`config.mk`:
```
export PLATFORM = sky130hd
export DESIGN_NAME = mem_access_master
export DESIGN_NICKNAME = d
export VERILOG_FILES = /design/src/rtl/mem_access_pkg.sv /design/src/rtl/mem_lane_align.sv /design/src/rtl/mem_access_master.sv
export SDC_FILE = /design/constraint.sdc
export NUM_CORES = 1
export LEC_CHECK = 0
export BUFFER_PORTS_ARGS = -buffer_cell sky130_fd_sc_hd__buf_2
export CAP_MARGIN = 0
export CORE_MARGIN = 1.5
export CORE_UTILIZATION = 48
export DETAILED_ROUTE_END_ITERATION = 12
export MAX_ROUTING_LAYER = met4
export PLACE_DENSITY = 0.81
export SLEW_MARGIN = 20
export SYNTH_ARGS = -nofsm -noshare
export SYNTH_HDL_FRONTEND = slang
export SYNTH_SLANG_ARGS = --single-unit
```
`constraint.sdc`:
```
create_clock -name clk -period 4.9 [get_ports clk]
set_input_delay 0.98 -clock clk [delete_from_list [all_inputs] [get_ports clk]]
set_output_delay 0.98 -clock clk [all_outputs]
set_load 0.01 [all_outputs]
```
`src/rtl/mem_access_pkg.sv`:
```
// mem_access_pkg: shared FSM states, size/resp encodings and the strobe base mask
package mem_access_pkg;
  typedef enum logic [2:0] {IDLE, RADDR, RDATA, WREQ, WRESP, DONE} state_t;
  localparam logic [1:0] SZ_B = 2'd0;
  localparam logic [1:0] SZ_H = 2'd1;
  localparam logic [1:0] SZ_W = 2'd2;
  localparam logic [1:0] RESP_OKAY = 2'b00;
  localparam logic [1:0] RESP_SLVERR = 2'b10;
  function automatic logic [3:0] strb_base(input logic [1:0] size);
    return size == SZ_B ? 4'b0001 : size == SZ_H ? 4'b0011 : 4'b1111;
  endfunction
endpackage

```
`src/rtl/mem_lane_align.sv`:
```
// mem_lane_align: combinational store lane shift/strobes, load extract/extend, misalignment flag
// ports: ofs/size/sgn/wdata/rdata in; wdata_sh/wstrb/rdata_ext/misaligned out
module mem_lane_align
  import mem_access_pkg::*;
(
  input  logic [1:0]  ofs,
  input  logic [1:0]  size,
  input  logic        sgn,
  input  logic [31:0] wdata,
  input  logic [31:0] rdata,
  output logic [31:0] wdata_sh,
  output logic [3:0]  wstrb,
  output logic [31:0] rdata_ext,
  output logic        misaligned
);
  logic [31:0] rsh;
  always_comb begin
    wstrb = strb_base(size) << ofs;
    wdata_sh = wdata << {ofs, 3'b000};
    rsh = rdata >> {ofs, 3'b000};
    rdata_ext = size == SZ_B ? {{24{sgn & rsh[7]}}, rsh[7:0]} :
                size == SZ_H ? {{16{sgn & rsh[15]}}, rsh[15:0]} : rsh;
    misaligned = (size == SZ_H && ofs[0]) || (size[1] && ofs != 2'b00);
  end
endmodule

```
`src/rtl/mem_access_master.sv`:
```
// mem_access_master: load/store request to single AXI4-Lite transaction bridge
// ports: clk/rst, req_* handshake in, resp_valid/resp_data (+resp_fault with MEM_ACCESS_FAULT_EN) out, m_* AXI4-Lite master
module mem_access_master
  import mem_access_pkg::*;
#(
  parameter logic [2:0] PROT = 3'b000
) (
  input  logic        clk,
  input  logic        rst,
  input  logic        req_valid,
  output logic        req_ready,
  input  logic        req_we,
  input  logic [31:0] req_addr,
  input  logic [1:0]  req_size,
  input  logic        req_signed,
  input  logic [31:0] req_wdata,
  output logic        resp_valid,
  output logic [31:0] resp_data,
`ifdef MEM_ACCESS_FAULT_EN
  output logic        resp_fault,
`endif
  output logic [31:0] m_araddr,
  output logic        m_arvalid,
  output logic [2:0]  m_arprot,
  input  logic        m_arready,
  input  logic [31:0] m_rdata,
  input  logic [1:0]  m_rresp,
  input  logic        m_rvalid,
  output logic        m_rready,
  output logic [31:0] m_awaddr,
  output logic        m_awvalid,
  output logic [2:0]  m_awprot,
  input  logic        m_awready,
  output logic [31:0] m_wdata,
  output logic [3:0]  m_wstrb,
  output logic        m_wvalid,
  input  logic        m_wready,
  input  logic [1:0]  m_bresp,
  input  logic        m_bvalid,
  output logic        m_bready
);
  state_t st, nxt;
  logic [31:0] addr_q, wdata_q, rdata_ext;
  logic [1:0] size_q, al_ofs, al_size;
  logic sgn_q, aw_done, w_done, aw_ok, w_ok, misaligned, skip;
  // the aligner looks at the live request while idle so misalignment is known at accept
  assign al_ofs = st == IDLE ? req_addr[1:0] : addr_q[1:0];
  assign al_size = st == IDLE ? req_size : size_q;
  mem_lane_align u_align (
    .ofs(al_ofs),
    .size(al_size),
    .sgn(sgn_q),
    .wdata(wdata_q),
    .rdata(m_rdata),
    .wdata_sh(m_wdata),
    .wstrb(m_wstrb),
    .rdata_ext(rdata_ext),
    .misaligned(misaligned)
  );
`ifdef MEM_ACCESS_FAULT_EN
  assign skip = misaligned;
`else
  logic resp_unused;
  assign skip = 1'b0;
  assign resp_unused = ^{m_rresp, m_bresp, misaligned};
`endif
  assign req_ready = st == IDLE && !rst;
  assign m_arvalid = st == RADDR;
  assign m_rready = st == RDATA;
  assign m_awvalid = st == WREQ && !aw_done;
  assign m_wvalid = st == WREQ && !w_done;
  assign m_bready = st == WRESP;
  assign resp_valid = st == DONE;
  assign m_araddr = {addr_q[31:2], 2'b00};
  assign m_awaddr = {addr_q[31:2], 2'b00};
  assign m_arprot = PROT;
  assign m_awprot = PROT;
  always_comb begin
    nxt = st;
    aw_ok = aw_done | m_awready;
    w_ok = w_done | m_wready;
    unique case (st)
      IDLE: nxt = !req_valid ? IDLE : skip ? DONE : req_we ? WREQ : RADDR;
      RADDR: nxt = m_arready ? RDATA : RADDR;
      RDATA: nxt = m_rvalid ? DONE : RDATA;
      WREQ: nxt = aw_ok && w_ok ? WRESP : WREQ;
      WRESP: nxt = m_bvalid ? DONE : WRESP;
      default: nxt = IDLE;
    endcase
  end
  always_ff @(posedge clk or posedge rst) begin
    if (rst) begin
      st <= IDLE;
      addr_q <= '0;
      wdata_q <= '0;
      size_q <= SZ_B;
      sgn_q <= 1'b0;
      aw_done <= 1'b0;
      w_done <= 1'b0;
      resp_data <= '0;
`ifdef MEM_ACCESS_FAULT_EN
      resp_fault <= 1'b0;
`endif
    end else begin
      st <= nxt;
      if (st == IDLE && req_valid) begin
        addr_q <= req_addr;
        wdata_q <= req_wdata;
        size_q <= req_size;
        sgn_q <= req_signed;
        aw_done <= 1'b0;
        w_done <= 1'b0;
        resp_data <= '0;
`ifdef MEM_ACCESS_FAULT_EN
        resp_fault <= skip;
`endif
      end
      if (st == RDATA && m_rvalid) begin
        resp_data <= rdata_ext;
`ifdef MEM_ACCESS_FAULT_EN
        resp_fault <= m_rresp != RESP_OKAY;
`endif
      end
      if (st == WREQ) begin
        aw_done <= aw_ok;
        w_done <= w_ok;
      end
`ifdef MEM_ACCESS_FAULT_EN
      if (st == WRESP && m_bvalid) resp_fault <= m_bresp != RESP_OKAY;
`endif
    end
  end
endmodule

```
==> reports/metrics.csv <==
metric;value;unit
synth_top_area_cell;dfrtp_1;
place.port_buffers;242;
syn_inst;510;
required;3.92;ns
die_area;12660;um^2
synth_flop_cell;dfrtp_1;
synth_warnings;0;
holdBufCountCts;0;
core_area;11560;um^2
overflow;0;
multiInputGateArea;2546;um^2
rsz0062_at_grt;false;
clk_path_buf_depth;2;
grt_pass1_vias;4447;
grt_use_met1;28.03;%
cts_tree;done;
path_clk_slew;0.07;ns
die_width;112.5;um
ant_nets;0;
insertion_delay;0.35;ns
root_buffer;clkbuf_16;
instances_no_fill;826;
setup_viol;0;
synthArstFlopShare;100.0;%
antenna_found_initial;0;
grt_max_degree;66;
drcViolationCount;20;
netlist-cell-type-count;38;
hold_path_class;register to register;
crit_slowest_cell;dfrtp_1;
nets;791;
critPathKind;register to output port;
initial_utilization;49.79;%
dp_hpwl;10670;um
cts_made_buffers;9;
drive_gt1_share;54.90;%
cts_num_sinks;104;
syn_area;5758;um^2
fmaxAchievable;0.2515;GHz
vias_per_cell;5.496;
slew_viol_final;0;
first_pass_iters;11;
htree_levels;3;
io_pins;257;
diodes;0;
grt_pass1_wl;22320;um
min_period;3.976;ns
wl;14460;um
netlist_top_cells_area;dfrtp_1 45%, mux2_2 18%, buf_4 9.5%;
violations;DRC;
vias;4540;
slew_headroom;37.24;%
grtUsageTotal;23.33;%
cp_top_family;multiplexers;
final.period_utilization;81.14;%
postSynthAreaPerCell;11.29;um^2
rows;39;
cp_data_arrival_time;3.00;ns
grt.busiest_layer;met2;
use_met3;4.644;%
finClkSkew;0.006625;ns
synth_edf_count;0;
endpoint_kind;output port;
die_h;112.5;um
ir_drop;0.4835;mV
critical-path-max-stage-delay;0.56;ns
use_met2;38.90;%
cp_max_fo;24;
synth.top_cell.area_share;45.20;%
synth.most_common_cell;dfrtp_1;
drv_cap;0;
crit_buf_inv;2;
fin_tns_setup;0;ns
finalHoldViolCount;0;
power.leakage;3.467;nW
ys_ff_latch;104;
synthTopCellsByCount;104 x dfrtp_1, 94 x mux2_2, 73 x buf_4;
place_congestion;0.8748;
drt-initial-drc-count;280;
crit_chain;nor3_4 > mux2i_4 > buf_4 > mux2_2 > nor2_1 > a21oi_1 > buf_2;
ctsResizeCount;0;
crit_path_start_kind;register;
p_per_area;774.5;nW/um^2
tightest_slew;0.9414;ns
cts_setup_buffers;0;
final.fill_count;991;
ys_seq_area_share;45.20;%
placedCellCount;811;
syn2layout_area_growth;20.69;%
route.detailed.wl_per_inst;17.51;um
seqCellArea;2603;um^2
run_status;finished with violations;
==> metrics by stage <==
stage / cell area (um^2) / setup slack [ns] / hold WS (ns) / power (W) / utilization [%]
after floorplan: 5792 / 1.188 / 0.4750 / 0.003857 / -
after global placement: 6605 / 1.340 / 0.4611 / 0.004489 / 57.11
after detailed placement: 6605 / 1.302 / 0.4683 / 0.004582 / 57.11
after CTS: 6949 / 0.9113 / 0.4836 / 0.005422 / 60.09
after global routing: 6949 / 0.7419 / 0.5160 / 0.005727 / 60.09
final: 6949 / 0.9241 / 0.4743 / 0.005382 / 60.09
==> logic make-up after synthesis <==
logic type      share of synthesized area, %
compound gates                         9.757
mux                                    26.12
simple gates                           7.279
buf+inv                                11.58
flops                                  45.20
other cells                          0.06513
==> report_power, final <==
group          total, W  internal (W)  leakage [nW]  switching [W]
Sequential      0.00161       0.00128          1.29       0.000329
Clock          0.000825      0.000510         0.161       0.000314
Combinational   0.00295       0.00139          2.02        0.00156
==> final timing paths <==
kind	from	to	slack, ns	cells after the start
worst max register to register	st[1]	resp_data[9]	1.52	7
min in group asynchronous	rst	resp_data[3]	0.78	2
max in group asynchronous	rst	resp_data[30]	3.06	3
worst min-delay path	resp_data[13]	resp_data[13]	0.47	2
worst min register to register	resp_data[13]	resp_data[13]	0.47	2
worst max-delay path	st[1]	m_wdata[25]	0.92	7
==> flip-flops by register name, indices dropped and copies added, names as in the netlist <==
signal     flops
resp_data     32
w_done         1
wdata_q       32
st             3
size_q         2
aw_done        1
addr_q        32
sgn_q          1
==> per-layer routing <==
metal / vias to the layer above / wire length (um)
met1: 2213 / 5854
li1: 2069 / -
met4: 0 / 404
met3: 33 / 1060
met2: 225 / 7142
met5: - / 0
==> final cells by class <==
type                    count  share of cell area [%]
well taps                 143                   2.575
clock inverters             5                   1.512
multi-input cells         313                   36.64
repair buffers            250                   18.29
flip-flops and latches    104                   37.45
inverters                   1                 0.09003
clock buffers              10                   3.439
==> tightest hold or removal path, delay by kind of cell (launching register included) <==
kind	cells	cell delay [ns]
compound gates	1	0.06
flops	1	0.34
simple gates	1	0.05
==> layout by cell type (no fill, tap or decap), types with 2 or more instances in the layout <==
cell	count
buf_2	242
dfrtp_1	104
mux2_2	94
o21ai_0	31
nand2_1	29
nor2_1	27
mux2i_1	25
a21oi_1	16
a22oi_1	15
conb_1	10
and3_1	9
clkbuf_16	9
a22o_1	8
buf_4	8
mux4_2	7
a221oi_1	7
nand2b_1	5
o21ai_1	4
o21bai_1	3
bufinv_16	3
mux2i_2	2
or3_1	2
nor3b_1	2
nand3_1	2
a21boi_0	2
clkinvlp_4	2
(Power assumes the default switching activity.)
